**config.mk**
```make
export PLATFORM = sky130hd
export DESIGN_NAME = clahe_cdf_engine
export DESIGN_NICKNAME = d
export VERILOG_FILES = /design/src/rtl/clahe_cdf_engine.sv
export SDC_FILE = /design/constraint.sdc
export NUM_CORES = 2
export LEC_CHECK = 0
export CORE_ASPECT_RATIO = 1.4
export CORE_MARGIN = 10
export CORE_UTILIZATION = 28
export CTS_CLUSTER_SIZE = 8
export DETAILED_ROUTE_END_ITERATION = 12
export PLACE_DENSITY = 0.45
export SYNTH_ARGS = -nofsm -noshare
export SYNTH_HDL_FRONTEND = slang
export SYNTH_SLANG_ARGS = --single-unit
```
**constraint.sdc**
```tcl
create_clock -name pclk -period 20.6 [get_ports pclk]
set_input_delay 4.12 -clock pclk [delete_from_list [all_inputs] [get_ports pclk]]
set_output_delay 4.12 -clock pclk [all_outputs]
set_load 0.02 [all_outputs]
```
**src/rtl/clahe_cdf_engine.sv**
```systemverilog
// clahe_cdf_engine: per-frame clip-limit, excess redistribution and CDF-to-LUT engine over all tiles.
// Optional CLAHE_CDF_RESIDUAL_EN spreads the excess remainder as +1 over the lowest bins.
module clahe_cdf_engine #(
  parameter int TILE_NUM_BITS = 6,
  parameter int TILE_PIXELS = 4800,
  parameter int ACC_W = 24
) (
  input  logic                     pclk,
  input  logic                     rst,
  input  logic                     start,
  input  logic [15:0]              clip_limit,
  output logic                     busy,
  output logic                     done,
  output logic [TILE_NUM_BITS-1:0] cdf_tile_idx,
  output logic [7:0]               cdf_addr,
  output logic                     cdf_rd_en,
  input  logic [15:0]              cdf_rd_data,
  output logic                     cdf_wr_en,
  output logic [7:0]               cdf_wr_data
);
  localparam int NORM_MULT = (255*65536 + TILE_PIXELS/2)/TILE_PIXELS;
  localparam int PW = ACC_W + 17;
  localparam logic [2:0] IDLE = 3'd0, READ = 3'd1, CALC = 3'd2, WRITE = 3'd3, NEXT = 3'd4, DONE = 3'd5;
  logic [2:0]       state;
  logic [8:0]       cnt;
  logic [15:0]      clip;
  logic [ACC_W-1:0] excess, cdf_acc, acc_nxt;
  logic [ACC_W-9:0] redist;
  logic [15:0]      hist [256];
  logic [15:0]      h_exc, bin, binc;
  logic             inc;
  logic [ACC_W:0]   acc_sum;
  logic [PW-1:0]    prod;
  logic [PW:0]      rnd;
  logic [7:0]       norm;
`ifdef CLAHE_CDF_RESIDUAL_EN
  logic [7:0]       resid;
  assign inc = cnt[7:0] < resid;
`else
  assign inc = 1'b0;
`endif
  always_comb begin
    h_exc = cdf_rd_data > clip ? cdf_rd_data - clip : 16'd0;
    bin = hist[cnt[7:0]];
    binc = bin > clip ? clip : bin;
    acc_sum = (ACC_W+1)'(cdf_acc) + (ACC_W+1)'(binc) + (ACC_W+1)'(redist) + (ACC_W+1)'(inc);
    acc_nxt = acc_sum[ACC_W] ? '1 : acc_sum[ACC_W-1:0];
    prod = PW'(acc_nxt) * PW'(NORM_MULT);
    rnd = (PW+1)'(prod) + (PW+1)'(32768);
    norm = |rnd[PW:24] ? 8'hFF : rnd[23:16];
  end
  // read data lags its strobe by one cycle, so READ count k lands bin k-1
  always_ff @(posedge pclk)
    if (state == READ && cnt != 9'd0) hist[cnt[7:0] - 8'd1] <= cdf_rd_data;
  always_ff @(posedge pclk) begin
    if (rst) begin
      state <= IDLE;
      cnt <= '0;
      clip <= '0;
      excess <= '0;
      cdf_acc <= '0;
      redist <= '0;
`ifdef CLAHE_CDF_RESIDUAL_EN
      resid <= '0;
`endif
      busy <= 1'b0;
      done <= 1'b0;
      cdf_tile_idx <= '0;
      cdf_addr <= '0;
      cdf_rd_en <= 1'b0;
      cdf_wr_en <= 1'b0;
      cdf_wr_data <= '0;
    end else begin
      done <= 1'b0;
      case (state)
        IDLE: if (start) begin
          clip <= clip_limit == 16'd0 ? 16'hFFFF : clip_limit;
          cdf_tile_idx <= '0;
          excess <= '0;
          cnt <= '0;
          busy <= 1'b1;
          cdf_addr <= '0;
          cdf_rd_en <= 1'b1;
          state <= READ;
        end
        READ: begin
          cdf_addr <= cnt[7:0] + 8'd1;
          cdf_rd_en <= cnt < 9'd255;
          if (cnt != 9'd0) excess <= excess + ACC_W'(h_exc);
          cnt <= cnt == 9'd256 ? 9'd0 : cnt + 9'd1;
          if (cnt == 9'd256) state <= CALC;
        end
        CALC: begin
          redist <= excess[ACC_W-1:8];
`ifdef CLAHE_CDF_RESIDUAL_EN
          resid <= excess[7:0];
`endif
          cdf_acc <= '0;
          cnt <= '0;
          state <= WRITE;
        end
        WRITE: begin
          cdf_acc <= acc_nxt;
          cdf_addr <= cnt[7:0];
          cdf_wr_en <= 1'b1;
          cdf_wr_data <= norm;
          cnt <= cnt + 9'd1;
          if (cnt == 9'd255) state <= NEXT;
        end
        NEXT: begin
          cdf_wr_en <= 1'b0;
          excess <= '0;
          cnt <= '0;
          if (&cdf_tile_idx) state <= DONE;
          else begin
            cdf_tile_idx <= cdf_tile_idx + 1'b1;
            cdf_addr <= '0;
            cdf_rd_en <= 1'b1;
            state <= READ;
          end
        end
        DONE: begin
          done <= 1'b1;
          busy <= 1'b0;
          cdf_tile_idx <= '0;
          state <= IDLE;
        end
        default: state <= IDLE;
      endcase
    end
  end
endmodule
```
==> impl_metrics.env <==
export IMPL_yosys_top_cells_area="edfxtp_1, mux4_2, dfxtp_1, ha_1, fa_1"
export IMPL_min_period_ns=17.49
export IMPL_dieHeight_um=942.3
export IMPL_place_congestion=0.8161
export IMPL_worst_slew_pin_slew_ns=1.284
export IMPL_fmax_ghz=0.05718
export IMPL_worstPathMaxFanout=37
export IMPL_yosysMostFrequentCell="edfxtp_1"
export IMPL_cts_tree="built"
export IMPL_insertion_delay_ns=0.96
export IMPL_relSlewSlack_pct=14.39
export IMPL_synth_area_per_cell_um2=21.98
export IMPL_track_usage_pct=15.31
export IMPL_synth_compound_area_share_pct=1.576
export IMPL_crit_type="register to register"
export IMPL_synthXorXnorAreaFrac_pct=0.5023
export IMPL_synth_edf_count=4096
export IMPL_via_per_inst=4.937
export IMPL_max_cap_viol_count=0
export IMPL_synth_adder_area_share_pct=2.693
export IMPL_yosys_top_cells_count="edfxtp_1, mux4_2, nor2_1"
export IMPL_hold_worst_slack_ns=0.4540
export IMPL_comb_power_share_pct=16.1
export IMPL_seqPwrFrac_pct=43.3
export IMPL_die_w_um=678.8
export IMPL_area_growth_pct=17.10
export IMPL_yosys_warnings=0
export IMPL_ys_seq_area_share_pct=73.78
export IMPL_synth_top_family_by_area="multiplexers"
export IMPL_fp_coreArea_mm2=0.6052
export IMPL_worstPathArrival_ns=18.26
export IMPL_pin_count=61
export IMPL_cp_slowest_cell="dfxtp_4"
export IMPL_grt_max_degree=191
export IMPL_yosysTopAreaCellShare_pct=72.29
export IMPL_pwr_share_clk_pct=40.6
export IMPL_post_route_drc_count=0
export IMPL_slew_viol_final=0
export IMPL_final_cells=16538
export IMPL_dr_pass1_iters=8
export IMPL_h_tree_depth=6
export IMPL_ant_nets=0
export IMPL_drt_total_wl_mm=501.5
export IMPL_ys_seq_elements=4222
export IMPL_outcome="completed"
export IMPL_dieArea_mm2=0.6396
export IMPL_cts_setup_buffers=0
export IMPL_layout_nets=8752
export IMPL_cp_data_required_time_ns=21.38
export IMPL_p_per_area_mw_per_mm2=109.5
export IMPL_syn_area_mm2=0.1701
export IMPL_synthesis_nets=8075
export IMPL_cts_root_buf="clkbuf_16"
export IMPL_hold_class="register to register"
export IMPL_numCtsBuffers=603
export IMPL_synth_simple_area_share_pct=2.042
export IMPL_endpoint_kind="register"
export IMPL_dp_hpwl_mm=307.9
export IMPL_finalClockSkew_ns=0.06608
export IMPL_tns_ns=0
export IMPL_setup_ws_ns=3.112
export IMPL_hold_violations=0
export IMPL_synth_distinct_cells=82
export IMPL_drive_gt1_share_pct=30.10
export IMPL_start_util_pct=28.11
export IMPL_peakVddDrop_mv=0.2630
export IMPL_dr_total_vias=81650
export IMPL_yosys_area_top_type="edfxtp_1"
export IMPL_wl_per_cell_um=30.33
export IMPL_overflow=0
export IMPL_clock_sinks=4222
export IMPL_first_iter_violations=7548
export IMPL_fin_crit_sh_pct=84.89
export IMPL_grt_pass1_vias=87920
export IMPL_synth_cells=7741
export IMPL_postSynth_asyncResetShare_pct=0
export IMPL_grt_setup_unrepaired="no"
export IMPL_p_total_mw=21.82
export IMPL_rows=338
export IMPL_postCtsHoldBufs=0
export IMPL_clkSlewWorstSetupHoldPaths_ns=0.06
export IMPL_critPathMaxStageDelay_ns=1.11
export IMPL_synthMuxAreaShare_pct=18.16
export IMPL_cts_buffer_depth=4
export IMPL_start_kind="register"
export IMPL_dp_cells=15803
export IMPL_finalSetupViolCount=0
export IMPL_power_switching_share_pct=26.42
export IMPL_p_int_mw=16.06
export IMPL_ctsResizeCount=0
export IMPL_grt_pass1_wl_mm=702.6
export IMPL_port_buffers=60
export IMPL_p_leak_nw=61.12
export IMPL_power_switching_mw=5.764
export IMPL_antenna_found_initial=40
export IMPL_ys_flop_type="edfxtp_1"
export IMPL_pre_cts_ws_ns=3.029
layer usage:
metal	track usage, %	vias up	part of all wire [%]
met1	18.62	45017	39
met4	5.246	10	3.6
met3	2.023	714	4.4
li1	-	33588	-
met5	0	-	0.012
met2	27.87	2321	53
metrics by stage:
step           area (µm²)  utilization, %
3_5_place_dp       182900           30.22
2_1_floorplan      170100               -
4_1_cts            199200           32.91
6_report           199200           32.92
3_3_place_gp       182900           30.22
5_1_grt            199200           32.92
critical path: cells and delay by family, from the launching register on:
kind,cells,cell delay [ns]
flops,1,1.11
fa+ha+maj,10,4.29
simple gates,8,2.18
buf+inv,3,0.93
xor+xnor,2,0.31
mux,5,2.63
compound gates,24,5.74
flip-flops by register name (all words and copies together), names as in the netlist, named ones only:
register	cells
redist	16
clip	16
state	3
busy	1
excess	24
hist	4096
cdf_addr	8
cdf_rd_en	1
cnt	9
cdf_tile_idx	6
cdf_wr_data	8
cdf_acc	24
done	1
cdf_wr_en	1
logic make-up (layout without fill, tap and decap cells):
group,count (synthesis),count (layout)
multiplexers,1384,1384
other,0,30
AO/OA/AOI/OAI,392,392
adder cells (fa/ha/maj),299,299
flip-flops,4222,4222
XOR/XNOR,96,96
AND/OR/NAND/NOR,780,780
buffers and inverters,568,1345
placed cells by master, fill, tap and decap left out, types with 21 or more instances in the layout:
| master | count |
|---|---|
| edfxtp_1 | 4096 |
| mux4_2 | 1360 |
| clkbuf_16 | 619 |
| buf_4 | 385 |
| nor2_1 | 372 |
| ha_1 | 187 |
| inv_1 | 168 |
| nand2_1 | 142 |
| dfxtp_1 | 120 |
| fa_1 | 112 |
| a21oi_1 | 95 |
| o21ai_0 | 75 |
| xor2_1 | 48 |
| xnor2_1 | 47 |
| a22oi_1 | 44 |
| clkbuf_1 | 43 |
| clkdlybuf4s50_1 | 43 |
| nand3_1 | 36 |
| a21o_1 | 34 |
| nor2_2 | 33 |
| nor3_1 | 32 |
| diode_2 | 30 |
| buf_12 | 26 |
| nand4_1 | 23 |
| a211oi_1 | 21 |
layout make-up:
cell class	instances	area (µm²)
clock inverters	42	580.6
multi-input cells	2951	42650
clock buffers	663	15670
inverters	169	634.4
well taps	7990	9997
repair buffers	471	4086
flip-flops and latches	4222	125500
fillers	56484	405900
diodes	30	75.07
power groups by stage:
stage	clock network, mW	registers (mW)	logic (mW)
2_1_floorplan	0	9.61	2.33
3_3_place_gp	0	9.62	3.47
3_5_place_dp	0	9.62	3.49
4_1_cts	9.08	9.45	3.50
5_1_grt	9.40	9.45	3.81
6_report	8.85	9.46	3.51
final timing paths:
path,from,to,slack [ns],depth (start not counted)
min,redist[0],redist[0],0.45,2
max reg2reg,register,cdf_wr_data[1],3.11,52
max,register,cdf_wr_data[1],3.11,52
min reg2reg,redist[0],redist[0],0.45,2
(Power assumes the default switching activity.)
